`config.mk`:
```
export PLATFORM = sky130hd
export DESIGN_NAME = multicycle_sequencer
export DESIGN_NICKNAME = d
export VERILOG_FILES = /design/src/rtl/multicycle_sequencer.sv
export SDC_FILE = /design/constraint.sdc
export NUM_CORES = 1
export LEC_CHECK = 0
export CORE_MARGIN = 5
export CORE_UTILIZATION = 35
export DETAILED_ROUTE_END_ITERATION = 10
export HOLD_SLACK_MARGIN = 0.12
export PLACE_DENSITY = 0.67
export SETUP_SLACK_MARGIN = 0.02
export SLEW_MARGIN = 20
export SYNTH_ARGS = -nofsm -noshare
export SYNTH_HDL_FRONTEND = slang
export SYNTH_SLANG_ARGS = --single-unit
```
`constraint.sdc`:
```
create_clock -name clk -period 3.1 [get_ports clk]
set_input_delay 0.465 -clock clk [delete_from_list [all_inputs] [get_ports clk]]
set_output_delay 0.465 -clock clk [all_outputs]
set_load 0.03 [all_outputs]
```
`src/rtl/multicycle_sequencer.sv`:
```
// Multicycle CPU control sequencer: FETCH/DECODE/EXEC/MEM/WB FSM driving datapath enables,
// with a memory-busy interlock that overrides stall and a retired-instruction counter.
module multicycle_sequencer (
  input  logic        clk,
  input  logic        rst_n,
  input  logic [3:0]  opcode,
  input  logic        alu_zero,
  input  logic        mem_ready,
  input  logic        stall,
  output logic        ir_w,
  output logic        pc_w,
  output logic        iord,
  output logic        mem_req,
  output logic        mem_we,
  output logic        reg_w,
  output logic        reg_dst,
  output logic        mem_to_reg,
  output logic        alu_src_a,
  output logic [1:0]  pc_src,
  output logic [1:0]  alu_src_b,
  output logic [1:0]  alu_op,
  output logic [2:0]  state,
  output logic [15:0] retired
);

  typedef enum logic [2:0] {
    StFetch  = 3'd0,
    StDecode = 3'd1,
    StExec   = 3'd2,
    StMem    = 3'd3,
    StWb     = 3'd4
  } state_e;

  state_e      state_q, state_d, state_nxt;
  logic [15:0] retired_q, retired_d;
  logic        busy_q, busy_d;
  logic        run_q;
  logic        hold, advance, retire;
  logic        is_lw, is_sw, is_beq, is_bne, is_j, is_br, is_mem;

  assign is_lw  = (opcode == 4'd0);
  assign is_sw  = (opcode == 4'd1);
  assign is_beq = (opcode == 4'd11);
  assign is_bne = (opcode == 4'd12);
  assign is_j   = (opcode == 4'd13);
  assign is_br  = is_beq | is_bne;
  assign is_mem = is_lw | is_sw;

  // An outstanding memory transaction cannot be paused, so busy masks stall.
  assign hold    = stall & ~busy_q;
  // run_q keeps every output low until the first clock edge after reset release.
  assign advance = run_q & ~hold;

  // State register
  always_ff @(posedge clk or negedge rst_n) begin
    if (!rst_n) begin
      state_q   <= StFetch;
      retired_q <= 16'd0;
      busy_q    <= 1'b0;
      run_q     <= 1'b0;
    end else begin
      state_q   <= state_d;
      retired_q <= retired_d;
      busy_q    <= busy_d;
      run_q     <= 1'b1;
    end
  end

  // Next-state logic
  always_comb begin
    state_nxt = StFetch;
    retire    = 1'b0;
    case (state_q)
      StFetch:  state_nxt = mem_ready ? StDecode : StFetch;
      StDecode: begin
        if (is_j) begin
          state_nxt = StFetch;
          retire    = 1'b1;
        end else begin
          state_nxt = StExec;
        end
      end
      StExec: begin
        if (is_mem) begin
          state_nxt = StMem;
        end else if (is_br) begin
          state_nxt = StFetch;
          retire    = 1'b1;
        end else begin
          state_nxt = StWb;
        end
      end
      StMem: begin
        if (!mem_ready) begin
          state_nxt = StMem;
        end else if (is_sw) begin
          state_nxt = StFetch;
          retire    = 1'b1;
        end else begin
          state_nxt = StWb;
        end
      end
      StWb: begin
        state_nxt = StFetch;
        retire    = 1'b1;
      end
      default: state_nxt = StFetch;
    endcase
    state_d   = advance ? state_nxt : state_q;
    retired_d = retired_q + {15'd0, advance & retire};
    // mem_ready with no request outstanding is ignored.
    busy_d    = mem_req ? ~mem_ready : busy_q;
  end

  // Output logic
  always_comb begin
    ir_w       = 1'b0;
    pc_w       = 1'b0;
    iord       = 1'b0;
    mem_req    = 1'b0;
    mem_we     = 1'b0;
    reg_w      = 1'b0;
    reg_dst    = 1'b0;
    mem_to_reg = 1'b0;
    alu_src_a  = 1'b0;
    pc_src     = 2'd0;
    alu_src_b  = 2'd0;
    alu_op     = 2'b00;
    if (run_q) begin
      case (state_q)
        StFetch: begin
          mem_req   = 1'b1;
          alu_src_b = 2'd1;
          ir_w      = mem_ready;
          pc_w      = mem_ready;
        end
        StDecode: begin
          alu_src_b = 2'd2;
          if (is_j) begin
            pc_w   = 1'b1;
            pc_src = 2'd2;
          end
        end
        StExec: begin
          alu_src_a = 1'b1;
          if (is_mem) begin
            alu_src_b = 2'd2;
          end else if (is_br) begin
            alu_op = 2'b01;
            pc_src = 2'd1;
            pc_w   = is_beq ? alu_zero : ~alu_zero;
          end else begin
            alu_op = 2'b10;
          end
        end
        StMem: begin
          mem_req = 1'b1;
          iord    = 1'b1;
          mem_we  = is_sw;
        end
        StWb: begin
          reg_w = 1'b1;
          if (is_lw) begin
            mem_to_reg = 1'b1;
          end else begin
            reg_dst = 1'b1;
          end
        end
        default: ;
      endcase
      if (hold) begin
        ir_w    = 1'b0;
        pc_w    = 1'b0;
        reg_w   = 1'b0;
        mem_we  = 1'b0;
        mem_req = 1'b0;
      end
    end
  end

  assign state   = state_q;
  assign retired = retired_q;

endmodule

```
# After elaboration in Yosys (flattened, before gate mapping)
# Index checks and enable logic that the tools add are counted.
# word_totals
regBits,21
# classes
n_addsub,1
eq_ne,8
n_mux,53
n_bitwise,9
n_reduce_logical,3
# op_table
op,count
1-bit 2-to-1 mux,35
2-bit 2-to-1 mux,9
16-bit by 1-bit adder with 16-bit output,1
"4-bit == test, second input constant",3
3-bit 2-to-1 mux,4
3-bit one-hot mux with 4 select lines,1
"3-bit by 2-bit == test with 1-bit output, second input constant",2
2-bit one-hot mux with 3 select lines,1
"4-bit by 1-bit == test with 1-bit output, second input constant",1
4-bit logical NOT,1
1-bit inverter,4
1-bit one-hot mux with 4 select lines,1
2-bit one-hot mux with 2 select lines,1
1-bit bitwise AND,3
"3-bit by 1-bit == test with 1-bit output, second input constant",1
"3-bit == test, second input constant",1
3-bit logical NOT,1
1-bit one-hot mux with 3 select lines,1
1-bit bitwise OR,2
2-bit OR reduction,1

# Logic depth before layout (Yosys ltp)
# Gate-level depths: netlist (run 1).
# logic_depth
ltp_word,7
depth_mapped,10

# Worst setup path after synthesis (run 1)
# No wires, ideal clock.
# synth_path
path_type,input port to flip-flop
startpoint,input opcode[2]
endpoint,register retired_q[12] (netlist: retired[12])
setup_ps,134
t_arrival_ps,2391
required_time_ps,2966
path_slack_ps,575
path_stages,10
n_path_buf,1
cell_sequence,buf_4 -> nand4b_1 -> o31a_1 -> o41ai_1 -> a41o_1 -> ha_1 -> ha_1 -> nand2_1 -> or3_1 -> xnor2_1
# synth_between
elab_chain_len,7
elab_cells_between_ends,15
classes_between,add/sub (1); eq/ne (4); mux (6); bitwise (3); reduce/logical (1)
# synth_rtl
item,line_no,rtl
"start, declared",6,"input logic [3:0] opcode,"
4-bit == test (on tied branches),"43, 44",
1-bit bitwise OR,46,assign is_br = is_beq | is_bne;
1-bit 2-to-1 mux,86,end else if (is_br) begin
1-bit 2-to-1 mux,84,if (is_mem) begin
1-bit one-hot mux with 4 select lines *,73,case (state_q)
1-bit bitwise AND *,110,"retired_d = retired_q + {15'd0, advance & retire};"
16-bit by 1-bit adder with 16-bit output *,110,
named net retired_d[12],35,"logic [15:0] retired_q, retired_d;"
"end signal, assigned",63,retired_q <= retired_d;
"end, declared",35,
# Mark *: on every way through the listed nets, which the timed path passes. The rest lies on a longest branch.
# A chain may end at the register's enable or synchronous reset.

# Worst setup path after layout (run 1)
# layout_path
startpoint,input opcode[0]
endpoint,output pc_w
# layout_between
elab_chain_len,7
elab_cells_between_ends,14
classes_between,eq/ne (4); mux (7); bitwise (2); reduce/logical (1)
# layout_rtl
item,line_no,rtl
4-bit == test (on tied branches),"43, 44",
1-bit 2-to-1 mux or 1-bit bitwise OR (tied branches),"151, 46",
1-bit 2-to-1 mux,148,end else if (is_br) begin
1-bit 2-to-1 mux,146,if (is_mem) begin
1-bit one-hot mux with 3 select lines *,130,case (state_q)
1-bit 2-to-1 mux *,171,if (hold) begin
1-bit 2-to-1 mux *,129,if (run_q) begin
"end, declared",11,"output logic pc_w,"
# Every way passes the cells marked *; elsewhere a longest branch is shown, timed or not.

==> results of run 1 <==
-- critical path, stage by stage --
cell	delay [ns]
clkdlybuf4s50_1	0.60
nor2b_1	0.21
nand4_1	0.11
a21o_2	0.22
a21oi_1	0.14
clkdlybuf4s50_1	0.69
-- logic make-up (layout without fill, tap and decap cells) --
logic type      after synthesis  after routing
fa+ha+maj                     2              2
compound gates               17             17
flops                        21             21
simple gates                 64             64
other cells                   1              1
buf+inv                      13             63
mux                           2              2
xor+xnor                     14             14
-- layer usage --
layer / vias to the layer above / track usage (%) / routed length, µm
met1: 558 / 18.66 / 1594
met5: - / 0 / 0
met3: 5 / 2.899 / 209
li1: 568 / - / -
met2: 47 / 22.56 / 1513
met4: 0 / 4.468 / 46
-- registers in the layout (all words and copies together) (netlist names) --
signal,count
state,3
busy_q,1
run_q,1
retired,16
-- power groups by stage --
stage,Combinational [W],Sequential (W),Clock [W]
global placement,0.000551,0.000410,0
floorplan,0.000293,0.000447,0
global route,0.000601,0.000423,0.000153
CTS,0.000556,0.000411,0.000142
finish,0.000554,0.000411,0.000137
detailed placement,0.000554,0.000416,0
-- synthesized netlist by cell type, types with 2 or more instances --
master     n  area share (%)
nor2_1    11             3.3
mux2i_1    2             1.6
ha_1       2             2.0
xor2_1     5             3.5
nor3_1     7             2.8
nand2b_1   2             1.0
nor4_1     3             1.5
and3_1     3             1.5
nand2_1   13             3.9
xnor2_1    9             6.3
inv_1      9             2.7
nand3_1    9             3.6
buf_4      2             1.2
buf_2      2            0.80
a21oi_1    5             2.0
nand4_1    3             1.5
dfrtp_1   21              42
o21ai_0    3             1.2
-- per-stage QoR --
step | std cells | total power [W] | area (µm²) | hold WS [ns] | utilization [%]
after CTS | 230 | 0.001109 | 1789 | 0.4892 | 52.79
after global routing | 230 | 0.001176 | 1789 | 0.5000 | 52.79
after global placement | 226 | 0.0009610 | 1759 | 0.4687 | 51.90
after floorplan | 134 | 0.0007393 | 1246 | 0.1694 | -
after detailed placement | 226 | 0.0009696 | 1759 | 0.4648 | 51.90
final | 230 | 0.001103 | 1789 | 0.4869 | 52.79
-- how the worst max path moves through the flow --
| stage | from | to | slack (ns) | depth (start not counted) |
|---|---|---|---|---|
| 6_report | opcode[0] | pc_w | 0.20 | 6 |
| 5_1_grt | opcode[0] | pc_w | 0.08 | 6 |
| 4_1_cts | opcode[0] | pc_w | 0.22 | 6 |
| 3_5_place_dp | opcode[1] | retired[12] | 0.13 | 10 |
| 3_3_place_gp | opcode[1] | mem_to_reg | 0.20 | 5 |
| 2_1_floorplan | opcode[2] | retired[12] | 0.57 | 10 |
-- cell type report --
class,instances,area [µm²],area share (%)
clock buffers,3,22.52,1.259
clock inverters,1,7.507,0.4196
inverters,9,33.78,1.888
multi-input cells,100,661.9,36.99
flip-flops and latches,21,525.5,29.37
well taps,46,57.56,3.217
repair buffers,50,480.5,26.85
==> results.json, run 1 <==
{
  "cts_made_buffers": 3,
  "via_count": 1178,
  "clockBufferDepth": 2,
  "synth-adder-area-share_pct": 2.008,
  "rsz0062_at_grt": "false",
  "synth_top_family_by_area": "simple AND/OR/NAND/NOR gates",
  "synth.avg_cell_area_um2": 9.300,
  "cts_tree": "built",
  "syn_inst": 134,
  "relSlewSlack_pct": 38.05,
  "finalHoldViolations": 0,
  "whs_endpoint": "retired[15]",
  "num_rows": 21,
  "yosysUniqueCellTypes": 41,
  "r2r-start": "state[2]",
  "area_growth_pct": 43.57,
  "peakVddDrop_uv": 254.4,
  "final_common_cell": "clkdlybuf4s50_1",
  "die_w_um": 69.67,
  "ctsHoldBuffers": 0,
  "power_switching_w": 0.0005037,
  "cts.sinks": 21,
  "drt-initial-drc-count": 121,
  "die_area_mm2": 0.004854,
  "first_global_vias": 1224,
  "swShare_pct": 45.67,
  "startpoint_type": "primary input",
  "root_buffer": "clkbuf_4",
  "synth-simple-area-share_pct": 29.82,
  "fp.coreArea_mm2": 0.003390,
  "insertion_delay_ns": 0.31,
  "syn_area_mm2": 0.001246,
  "drcViolationCount": 0,
  "drt-vias-per-instance": 5.122,
  "io_pins": 43,
  "grt.overflow.total": 0,
  "reg2reg_to": "retired[12]",
  "fin_nets": 196,
  "finalWeightedCongestion": 0.9032,
  "p_leak_nw": 0.7657,
  "synthArstFlopShare_pct": 100.0,
  "worst_pin_slew_ns": 0.9264,
  "post_cts.repair.setup_buffers": 0,
  "setup_viol_count_final": 0,
  "layout-drive-gt1-share_pct": 11.96,
  "p_seq_share_pct": 37.3,
  "arrival_ns": 2.44,
  "numPortBuffers": 42,
  "cts.reportedPaths.clkPinSlew_ns": 0.12,
  "hp-start": "retired[15]",
  "final_cell_mix": "clkdlybuf4s50_1 (42), dfrtp_1 (21), nand2_1 (13), nor2_1 (11)",
  "initial_core_util_pct": 36.77,
  "cts_resized": 0,
  "grt_pass1_wl_um": 5809,
  "synth-compound-area-share_pct": 9.538,
  "synth_flop_cell": "dfrtp_1",
  "report.final.slew_viol_count": 0,
  "drt_pre_antenna_iters": 4,
  "crit_path_end_kind": "primary output",
  "fp.dieH_um": 69.67,
  "power_density_mw_per_mm2": 616.4,
  "p_int_w": 0.0005993,
  "fmax_ghz": 0.3443,
  "status": "finished, final reports clean",
  "yosysSeqAreaShare_pct": 42.17,
  "worstPathRequired_ns": 2.63,
  "place_ws_ns": 0.1259,
  "pwr-share-comb_pct": 50.2,
  "ys_ff_latch": 21,
  "wirelength_um": 3364,
  "power.share.clock_pct": 12.5,
  "fin_skew_ns": 0.002880,
  "syn-num-nets": 145,
  "setup_ws_ns": 0.1955,
  "synth-edff-count": 0,
  "ys_warn_count": 0,
  "cap_viol_max_count": 0,
  "diodes": 0,
  "post-dp-hpwl_um": 2578,
  "tns_ns": 0,
  "antenna_found_initial": 0,
  "worstSetupPathType": "primary input to primary output",
  "synth_mux_area_share_pct": 1.606,
  "gr-usage-all-layers_pct": 13.98,
  "hold_class": "flop to flop",
  "grt_max_degree": 22,
  "nFillCells": 310,
  "synthXorXnorAreaFrac_pct": 9.839,
  "holdPathStages": 1,
  "detail-route-antenna-nets": 0,
  "cp_max_fo": 7,
  "worstRegToRegCells": 8,
  "h-tree-depth": 1,
  "finalCriticalPeriod_ns": 2.904,
  "period_share_pct": 93.69,
  "avgRoutedWirePerCell_um": 14.63,
  "setup.reg_to_reg.worst_slack_ns": 0.77
}
Note: power is estimated with default switching activity, not from simulation.
==> inputs of run 2 (changes only) <==
--- a/config.mk
+++ b/config.mk
@@ -7,3 +7,2 @@
 export LEC_CHECK = 0
-export CORE_MARGIN = 5
 export CORE_UTILIZATION = 35
==> constraint.sdc (replaced) <==
create_clock -name clk -period 3.7 [get_ports clk]
set_input_delay 0.555 -clock clk [delete_from_list [all_inputs] [get_ports clk]]
set_output_delay 0.555 -clock clk [all_outputs]
set_load 0.005 [all_outputs]
==> results.json, run 2 (synthesis results as in run 1) <==
{
  "power.share.clock_pct": 14.7,
  "cap_viol_max_count": 0,
  "grt.overflow.total": 0,
  "power_switching_w": 0.0002898,
  "post-dp-hpwl_um": 2265,
  "root_buffer": "clkbuf_4",
  "gr-usage-all-layers_pct": 16.81,
  "fin_skew_ns": 0.005401,
  "cts_resized": 0,
  "fmax_ghz": 0.3190,
  "io_pins": 43,
  "setup.reg_to_reg.worst_slack_ns": 1.17,
  "insertion_delay_ns": 0.31,
  "diodes": 0,
  "cp_max_fo": 9,
  "largest_register_ff_count": 16,
  "layout-drive-gt1-share_pct": 7.955,
  "numPortBuffers": 42,
  "cp.depth": 4,
  "tns_ns": 0,
  "die_w_um": 61.67,
  "reg2reg_to": "retired[12]",
  "critPathBufInv": 2,
  "cts.reportedPaths.clkPinSlew_ns": 0.12,
  "via_count": 1151,
  "antenna_found_initial": 0,
  "worstPathRequired_ns": 3.14,
  "drt_pre_antenna_iters": 4,
  "fin_nets": 188,
  "grt_pass1_wl_um": 4664,
  "hold_class": "flop to flop",
  "status": "finished, final reports clean",
  "clockBufferDepth": 2,
  "drt-initial-drc-count": 93,
  "seq_area_um2": 525.5,
  "worstRegToRegCells": 8,
  "startpoint_type": "primary input",
  "wirelength_um": 3006,
  "crit_path_frequent_cell": "clkdlybuf4s50_1",
  "post_cts.repair.setup_buffers": 0,
  "detail-route-antenna-nets": 0,
  "multi_input_area_um2": 661.9,
  "cts_made_buffers": 3,
  "fp.dieH_um": 61.67,
  "setup_viol_count_final": 0,
  "p_seq_share_pct": 43.5,
  "num_rows": 21,
  "worst_path_largest_cell_delay_ns": 0.59,
  "power_density_mw_per_mm2": 454.0,
  "h-tree-depth": 1,
  "crit_chain": "clkdlybuf4s50_1 > nor4_1 > nor4b_1 > clkdlybuf4s50_1",
  "r2r-start": "state[2]",
  "crit_family": "buffers and inverters",
  "finalCriticalPeriod_ns": 3.135,
  "rsz0062_at_grt": "false",
  "nFillCells": 327,
  "final_common_cell": "clkdlybuf4s50_1",
  "worst_pin_slew_ns": 0.9040,
  "first_global_vias": 1026,
  "startpoint": "opcode[3]",
  "cts.sinks": 21,
  "finalWeightedCongestion": 0.8968,
  "swShare_pct": 36.92,
  "p_total_w": 0.0007850,
  "worstSetupEndpoint": "mem_to_reg",
  "peakVddDrop_uv": 188.0,
  "initial_core_util_pct": 37.05,
  "crit_path_end_kind": "primary output",
  "period_share_pct": 84.73,
  "p_int_w": 0.0004952,
  "ctsHoldBuffers": 0,
  "drcViolationCount": 0,
  "pwr-share-comb_pct": 41.9,
  "final_cell_mix": "clkdlybuf4s50_1 (42), dfrtp_1 (21), nand2_1 (13), nor2_1 (11)",
  "arrival_ns": 2.58,
  "drt-vias-per-instance": 5.185,
  "finalHoldViolations": 0,
  "grt_max_degree": 22,
  "relSlewSlack_pct": 39.55,
  "avgRoutedWirePerCell_um": 13.54,
  "worstSetupPathType": "primary input to primary output",
  "area_growth_pct": 38.76,
  "fp.coreArea_mm2": 0.003363,
  "cts_tree": "built",
  "report.final.slew_viol_count": 0,
  "critPathSlowestCell": "nor4_1",
  "die_area_mm2": 0.003803,
  "p_leak_nw": 0.7259
}
==> run 2: cell types whose count changed in the layout (fill, tap and decap cells not counted) <==
cell	previous run	this run
buf_4	8	0
==> run 2: power by group through the flow <==
stage	combinational (W)	sequential [W]	clock (W)
3_5_place_dp	0.000330	0.000345	0
5_1_grt	0.000363	0.000351	0.000127
6_report	0.000329	0.000341	0.000115
2_1_floorplan	0.000186	0.000312	0
4_1_cts	0.000332	0.000342	0.000120
3_3_place_gp	0.000326	0.000342	0
==> run 2: cell type report <==
cell class | count | area share (%)
clock inverters | 1 | 0.4342
flip-flops and latches | 21 | 30.39
multi-input cells | 100 | 38.28
repair buffers | 42 | 24.31
clock buffers | 3 | 1.302
inverters | 9 | 1.954
well taps | 46 | 3.329
==> run 2: worst min-delay path by stage <==
stage | start | to | slack (ns) | cells past startpoint
3_5_place_dp | retired[13] | retired[13] | 0.48 | 1
6_report | retired[15] | retired[15] | 0.50 | 1
4_1_cts | retired[13] | retired[13] | 0.51 | 1
3_3_place_gp | retired[15] | retired[15] | 0.47 | 1
2_1_floorplan | rst_n | busy_q | 0.26 | 0
5_1_grt | retired[15] | retired[15] | 0.52 | 1
==> run 2: through the flow <==
stage / hold WS, ns / util, % / worst slack [ns] / instances / area (µm²)
6_report: 0.4992 / 51.41 / 0.5649 / 222 / 1729
5_1_grt: 0.5195 / 51.41 / 0.4270 / 222 / 1729
4_1_cts: 0.5093 / 51.41 / 0.5831 / 222 / 1729
3_5_place_dp: 0.4809 / 50.52 / 0.3514 / 218 / 1699
3_3_place_gp: 0.4659 / 50.52 / 0.4491 / 218 / 1699
2_1_floorplan: 0.2594 / - / 1.096 / 134 / 1246
==> run 2: routing by layer <==
metal	track usage, %	routed length (µm)
met2	26.73	1367
met5	0	0
met1	22.63	1375
met3	1.681	188
met4	8.889	75
==> run 2: worst register-to-register path, cell delays in order (launching register included) <==
cell      delay [ns]
dfrtp_1         0.50
nand2b_4        0.22
a21oi_1         0.35
a41o_1          0.25
ha_1            0.26
ha_1            0.27
nand2_1         0.12
or3_1           0.33
xnor2_1         0.13
